**config.mk**
```make
export PLATFORM = sky130hd
export DESIGN_NAME = linebuffer_window9_flat
export DESIGN_NICKNAME = d
export VERILOG_FILES = /design/src/rtl/linebuffer_window9_pkg.sv /design/src/rtl/linebuffer_window9_if.sv /design/src/rtl/linebuffer_window9_line_row_mem.sv /design/src/rtl/linebuffer_window9.sv /design/src/flat_wrapper.sv
export SDC_FILE = /design/constraint.sdc
export NUM_CORES = 2
export LEC_CHECK = 0
export BUFFER_PORTS_ARGS = -buffer_cell sky130_fd_sc_hd__buf_4
export CAP_MARGIN = 5
export CORE_MARGIN = 4
export CORE_UTILIZATION = 56
export CTS_BUF_LIST = sky130_fd_sc_hd__clkbuf_2
export DETAILED_ROUTE_END_ITERATION = 16
export GPL_ROUTABILITY_DRIVEN = 0
export PLACE_DENSITY_LB_ADDON = 0.15
export SLEW_MARGIN = 20
export SYNTH_ARGS = -nofsm -noshare
export SYNTH_HDL_FRONTEND = slang
export SYNTH_HIERARCHICAL = 1
export SYNTH_SLANG_ARGS = --single-unit
```
**constraint.sdc**
```tcl
create_clock -name clk -period 4.48 [get_ports clk]
set_input_delay 0.448 -clock clk [delete_from_list [all_inputs] [get_ports clk]]
set_output_delay 0.448 -clock clk [all_outputs]
set_load 0.005 [all_outputs]
```
**src/rtl/linebuffer_window9_pkg.sv**
```systemverilog
// lb_pkg: shared constants and types for the 9x9 streaming window generator.
//   IMG_W/IMG_H : image geometry in pixels
//   K           : window edge, NWIN = K*K window entries
//   PIX_W       : pixel width, pix_t is one unsigned pixel
//   ROW_AW      : width of a column address inside one stored row
//   COL_AW      : width of a row index within a frame
package lb_pkg;
    localparam int unsigned IMG_W  = 28;
    localparam int unsigned IMG_H  = 28;
    localparam int unsigned K      = 9;
    localparam int unsigned PIX_W  = 7;

    localparam int unsigned NWIN   = K * K;
    localparam int unsigned ROW_AW = $clog2(IMG_W);
    localparam int unsigned COL_AW = $clog2(IMG_H);

    typedef logic [PIX_W-1:0] pix_t;

    typedef enum logic [1:0] {
        ST_IDLE,
        ST_RUN,
        ST_DONE
    } lb_state_t;
endpackage

```
**src/rtl/linebuffer_window9_if.sv**
```systemverilog
// linebuffer_window9_if: pixel stream in, window stream out.
//   pix_valid/pix_sof/pix_data : raster pixel stream (sof qualified by valid)
//   win_valid/win_data         : registered KxK window, entry i*K+j = pixel(wr+i, wc+j)
//   win_row/win_col            : top-left coordinate (wr, wc) of the window
//   frame_done                 : pulses with the last window of a frame
//   master = pixel producer / window consumer, slave = window generator
interface linebuffer_window9_if;
    import lb_pkg::*;

    logic                pix_valid;
    logic                pix_sof;
    pix_t                pix_data;
    logic                win_valid;
    pix_t                win_data [0:NWIN-1];
    logic [COL_AW-1:0]   win_row;
    logic [ROW_AW-1:0]   win_col;
    logic                frame_done;

    modport master (
        output pix_valid, pix_sof, pix_data,
        input  win_valid, win_data, win_row, win_col, frame_done
    );

    modport slave (
        input  pix_valid, pix_sof, pix_data,
        output win_valid, win_data, win_row, win_col, frame_done
    );
endinterface

```
**src/rtl/linebuffer_window9_line_row_mem.sv**
```systemverilog
// line_row_mem: one image row of storage, IMG_W x PIX_W.
//   clk    : clock
//   i_we   : write enable
//   i_addr : column address (shared by read and write)
//   i_data : pixel written at i_addr
//   o_data : pixel previously stored at i_addr (read-before-write)
// Contents are not reset; every location is rewritten before it is used.
module line_row_mem
    import lb_pkg::*;
(
    input  logic              clk,
    input  logic              i_we,
    input  logic [ROW_AW-1:0] i_addr,
    input  pix_t              i_data,
    output pix_t              o_data
);
    pix_t r_mem [0:IMG_W-1];

    assign o_data = r_mem[i_addr];

    always_ff @(posedge clk) begin
        if (i_we) begin
            r_mem[i_addr] <= i_data;
        end
    end
endmodule

```
**src/rtl/linebuffer_window9.sv**
```systemverilog
// linebuffer_window9: turns a raster pixel stream into KxK windows.
//   clk   : clock, rising edge
//   rst_n : synchronous active-low reset
//   lb    : stream interface (slave side), see linebuffer_window9_if
// K-1 chained row memories hold the previous rows; each accepted pixel shifts
// the window one column and appends rows r-(K-1)..r at column K-1.
module linebuffer_window9
    import lb_pkg::*;
(
    input  logic                  clk,
    input  logic                  rst_n,
    linebuffer_window9_if.slave   lb
);
    localparam logic [COL_AW-1:0] LAST_ROW = COL_AW'(IMG_H - 1);
    localparam logic [ROW_AW-1:0] LAST_COL = ROW_AW'(IMG_W - 1);
    localparam logic [COL_AW-1:0] KM1_R    = COL_AW'(K - 1);
    localparam logic [ROW_AW-1:0] KM1_C    = ROW_AW'(K - 1);

    lb_state_t          r_state, w_state_nxt;
    logic [COL_AW-1:0]  r_row;
    logic [ROW_AW-1:0]  r_col;

    logic               w_sof, w_accept, w_last_col, w_last_px, w_win_ok;
    logic [COL_AW-1:0]  w_r;
    logic [ROW_AW-1:0]  w_c;

    // w_chain[0] is the incoming pixel, w_chain[k] is the pixel k rows above.
    pix_t               w_chain [0:K-1];

    pix_t               r_win [0:NWIN-1];
    logic               r_win_valid, r_frame_done;
    logic [COL_AW-1:0]  r_win_row;
    logic [ROW_AW-1:0]  r_win_col;

    // A start-of-frame pixel is always accepted and forced to position (0,0).
    assign w_sof      = lb.pix_valid & lb.pix_sof;
    assign w_accept   = w_sof | (lb.pix_valid & (r_state == ST_RUN));
    assign w_r        = w_sof ? '0 : r_row;
    assign w_c        = w_sof ? '0 : r_col;
    assign w_last_col = (w_c == LAST_COL);
    assign w_last_px  = w_last_col & (w_r == LAST_ROW);
    // Columns below K-1 hold data wrapped in from the previous row: masked here.
    assign w_win_ok   = (w_r >= KM1_R) & (w_c >= KM1_C);

    always_ff @(posedge clk) begin
        if (!rst_n) begin
            r_state <= ST_IDLE;
        end else begin
            r_state <= w_state_nxt;
        end
    end

    always_comb begin
        w_state_nxt = r_state;
        if (w_sof) begin
            w_state_nxt = ST_RUN;
        end
        if (w_accept && w_last_px) begin
            w_state_nxt = ST_DONE;
        end
    end

    always_ff @(posedge clk) begin
        if (!rst_n) begin
            r_row <= '0;
            r_col <= '0;
        end else if (w_accept) begin
            if (w_last_col) begin
                r_col <= '0;
                r_row <= w_last_px ? '0 : w_r + 1'b1;
            end else begin
                r_col <= w_c + 1'b1;
                r_row <= w_r;
            end
        end
    end

    assign w_chain[0] = lb.pix_data;

    for (genvar k = 0; k < K - 1; k++) begin : g_rows
        line_row_mem u_row (
            .clk    (clk),
            .i_we   (w_accept),
            .i_addr (w_c),
            .i_data (w_chain[k]),
            .o_data (w_chain[k+1])
        );
    end

    always_ff @(posedge clk) begin
        if (!rst_n) begin
            for (int unsigned n = 0; n < NWIN; n++) begin
                r_win[n] <= '0;
            end
            r_win_valid  <= 1'b0;
            r_frame_done <= 1'b0;
            r_win_row    <= '0;
            r_win_col    <= '0;
        end else begin
            r_win_valid  <= w_accept & w_win_ok;
            r_frame_done <= w_accept & w_win_ok & w_last_px;
            if (w_accept) begin
                for (int unsigned i = 0; i < K; i++) begin
                    for (int unsigned j = 0; j < K - 1; j++) begin
                        r_win[i*K+j] <= r_win[i*K+j+1];
                    end
                    // Window row i is K-1-i rows above the incoming pixel.
                    r_win[i*K+K-1] <= w_chain[K-1-i];
                end
                if (w_win_ok) begin
                    r_win_row <= w_r - KM1_R;
                    r_win_col <= w_c - KM1_C;
                end
            end
        end
    end

    assign lb.win_valid  = r_win_valid;
    assign lb.win_data   = r_win;
    assign lb.win_row    = r_win_row;
    assign lb.win_col    = r_win_col;
    assign lb.frame_done = r_frame_done;
endmodule

```
**src/flat_wrapper.sv**
```systemverilog
// flat-port wrapper written by rule: the top's interface ports become plain ports
module linebuffer_window9_flat import lb_pkg::*;
  (clk, rst_n, lb_pix_valid, lb_pix_sof, lb_pix_data, lb_win_valid, lb_win_data, lb_win_row, lb_win_col, lb_frame_done);
  linebuffer_window9_if lb_i ();
  input  logic clk;
  input  logic rst_n;
  input wire logic [$bits(lb_i.pix_valid)-1:0] lb_pix_valid;
  input wire logic [$bits(lb_i.pix_sof)-1:0] lb_pix_sof;
  input wire logic [$bits(lb_i.pix_data)-1:0] lb_pix_data;
  output wire logic [$bits(lb_i.win_valid)-1:0] lb_win_valid;
  output wire logic [$bits(lb_i.win_data)-1:0] lb_win_data;
  output wire logic [$bits(lb_i.win_row)-1:0] lb_win_row;
  output wire logic [$bits(lb_i.win_col)-1:0] lb_win_col;
  output wire logic [$bits(lb_i.frame_done)-1:0] lb_frame_done;
  assign lb_i.pix_valid = lb_pix_valid;
  assign lb_i.pix_sof = lb_pix_sof;
  assign lb_i.pix_data = lb_pix_data;
  assign lb_win_valid = lb_i.win_valid;
  assign lb_win_data = {>>{lb_i.win_data}};
  assign lb_win_row = lb_i.win_row;
  assign lb_win_col = lb_i.win_col;
  assign lb_frame_done = lb_i.frame_done;
  linebuffer_window9 u_core (.clk(clk), .rst_n(rst_n), .lb(lb_i));
endmodule
```
==> flow_metrics.env <==
export IMPL_cts_clk_slew_worst_paths_ns=0.11
export IMPL_final_common_cell="edfxtp_1"
export IMPL_fin_crit_sh_pct=96.2
export IMPL_drc=0
export IMPL_htree_levels=6
export IMPL_grt_max_degree=177
export IMPL_setup_viol=0
export IMPL_maxCapViolations=0
export IMPL_grt_pass1_wl_um=309000
export IMPL_fin_cells=9143
export IMPL_clock_latency_ns=1.60
export IMPL_ios=590
export IMPL_slew_violations=0
export IMPL_nets=6846
export IMPL_ir_drop_mv=0.260
export IMPL_hold_violations=0
export IMPL_rsz0062_at_grt="no"
export IMPL_status="completed"
export IMPL_fin_crit_ns=4.31
export IMPL_ys_warn_count=6
export IMPL_synth_enable_flop_cells=1568
export IMPL_synthCells=5868
export IMPL_antenna_found_initial=8
export IMPL_rows=140
export IMPL_seq_area_frac_synth_pct=71.1
export IMPL_placed_area_um2=89100
export IMPL_drive_above_1_share_pct=25.1
export IMPL_start_kind="input port"
export IMPL_drt_iter0_drc=4625
export IMPL_design_area_um2=94300
export IMPL_place_inst=8156
export IMPL_crit_fanout=60
export IMPL_p_leak_nw=31.8
export IMPL_area_growth_pct=13.8
export IMPL_ant_nets=0
export IMPL_start_util_pct=56.6
export IMPL_dp_hpwl_um=128000
export IMPL_synth_flop_cell="edfxtp_1"
export IMPL_netlist_area_um2=82800
export IMPL_syn_num_nets=5885
export IMPL_crit_type="in -> reg"
export IMPL_fmax_mhz=232
export IMPL_cp_required_ns=5.70
export IMPL_fillCellCount=11000
export IMPL_cts_tree="yes"
export IMPL_wl_per_cell_um=22.4
export IMPL_synth_top_area_cell="edfxtp_1"
export IMPL_maxSlewHeadroom_pct=28.4
export IMPL_synth_cell_types=53
export IMPL_routed_wl_um=205000
export IMPL_finalSetupTns_ns=0
export IMPL_vias=52500
export IMPL_worst_pin_slew_ns=1.07
export IMPL_crit_path_end_kind="flop"
export IMPL_synth_area_per_cell_um2=14.1
export IMPL_dr_pass1_iters=6
export IMPL_grt_pass1_vias=52600
export IMPL_fin_skew_ns=0.101
export IMPL_port_buffers=589
export IMPL_fp_dieArea_um2=154000
export IMPL_async_flop_share_pct=0
export IMPL_yosysTopAreaCellShare_pct=56.8
export IMPL_clock_path_buffers=4
export IMPL_arrival_ns=5.53
export IMPL_cts_sinks=2159
export IMPL_overflow=0
export IMPL_numCtsBuffers=553
export IMPL_min_path_type="in -> reg"
export IMPL_viasPerCell=5.74
export IMPL_mostFrequentLayoutCells="edfxtp_1, nand2_1, clkbuf_2, buf_4, a21oi_1"
export IMPL_die_y_um=393
export IMPL_power_density_nw_per_um2=387
export IMPL_grt_use_total_pct=26.2
export IMPL_synth_area_top_cells="edfxtp_1, dfxtp_1, nand2_1"
export IMPL_coreArea_um2=146000
export IMPL_ys_seq_elements=2159
export IMPL_clockRootBuffer="clkbuf_2"
export IMPL_cts_resized_gates=0
export IMPL_fp_dieW_um=393
[sequential cells by signal, summed over array words and instances, names as in the netlist]
name	cells
u_core/r_state	2
u_core/lb.frame_done	1
u_core/r_col	5
u_core/r_row	5
u_core/lb.win_row	5
u_core/lb.win_data	567
u_core/lb.win_valid	1
u_core/lb.win_col	5
u_core/g_rows.u_row/r_mem	1568
[power by group]
| part | leakage [nW] | switching [W] | total, W | internal [W] |
|---|---|---|---|---|
| Combinational | 9.24 | 0.00136 | 0.00192 | 0.000561 |
| Clock | 3.72 | 0.00755 | 0.0127 | 0.00516 |
| Sequential | 18.9 | 0.0000843 | 0.0218 | 0.0217 |
| Total | 31.8 | 0.00899 | 0.0364 | 0.0275 |
[logic make-up after synthesis]
kind of cell	after synthesis	share of synthesized area (%)
fa+ha+maj	6	0.0906
simple gates	1830	9.38
compound gates	886	6.07
buf+inv	385	2.61
mux	602	10.7
flops	2159	71.1
[cell usage after synthesis, drive strengths merged (13+ instances only)]
cell and n:
a21oi 601, a221oi 32, a22oi 73, a31oi 41, and2 27, buf 256
clkbuf 116, dfxtp 591, edfxtp 1568, inv 13, mux2 16, mux2i 370
mux4 216, nand2 1225, nand2b 18, nand3 96, nand3b 42, nand4 44
nor2 238, nor2b 57, nor3 33, o21ai 46, o22ai 48, or3b 16
[cell type report]
cell class	count	area, µm²	share of cell area, %
tap	1917	2400	2.54
antenna	6	15.0	0.0159
timing repair buffer	778	6330	6.71
clock buffer	801	4010	4.25
sequential	2159	58900	62.5
clock inverter	145	744	0.790
multi-input combinational	3324	21800	23.1
inverter	13	86.3	0.0916
[metal layers]
layer | vias to the layer above | GRT usage (%) | routed length [µm] | part of all wire, %
li1 | 24000 | - | - | -
met1 | 26000 | 36.0 | 85000 | 42
met2 | 2222 | 41.2 | 98600 | 48
met3 | 264 | 6.77 | 17300 | 8.5
met4 | 0 | 8.54 | 3720 | 1.8
met5 | - | 0 | 0 | 0
[worst max-delay path: stages]
cell and delay (ns):
dlygate4sd3_1 0.61, dlygate4sd3_1 0.72, buf_4 0.21, dlygate4sd3_1 0.68, nand2_1 0.15, nand2_1 0.17, inv_8 0.45, buf_12 0.42
mux4_2 0.58, o21ai_0 0.51, nand4_1 0.16, buf_4 0.28
[through the flow]
stage / setup WS, ns / hold slack, ns / power, W / utilization (%)
2_1_floorplan: 0.204 / 0.445 / 0.0234 / -
3_3_place_gp: 0.837 / 0.442 / 0.0241 / 60.9
5_1_grt: 0.290 / 0.146 / 0.0382 / 64.5
4_1_cts: 0.543 / 0.00505 / 0.0369 / 64.4
6_report: 0.171 / 0.355 / 0.0364 / 64.5
3_5_place_dp: 0.766 / 0.447 / 0.0242 / 60.9
[path summary, 6_finish.rpt]
kind	startpoint	cells after the start	to	slack (ns)
max	lb_pix_valid	12	u_core/g_rows[7].u_row/r_mem[1][5]	0.17
min	lb_pix_data[2]	4	u_core/g_rows[0].u_row/r_mem[22][2]	0.35
min reg2reg	u_core/lb.win_data[428]	2	u_core/lb.win_data[435]	0.44
max reg2reg	u_core/r_col[2]	10	u_core/lb.win_data[382]	1.04
[repair_timing]
action	4_1_cts	5_1_grt
setup buffers	0	0
hold endpoints to repair	2212	57
hold buffers	33	2
setup endpoints to repair	0	0
(Power assumes the default switching activity.)
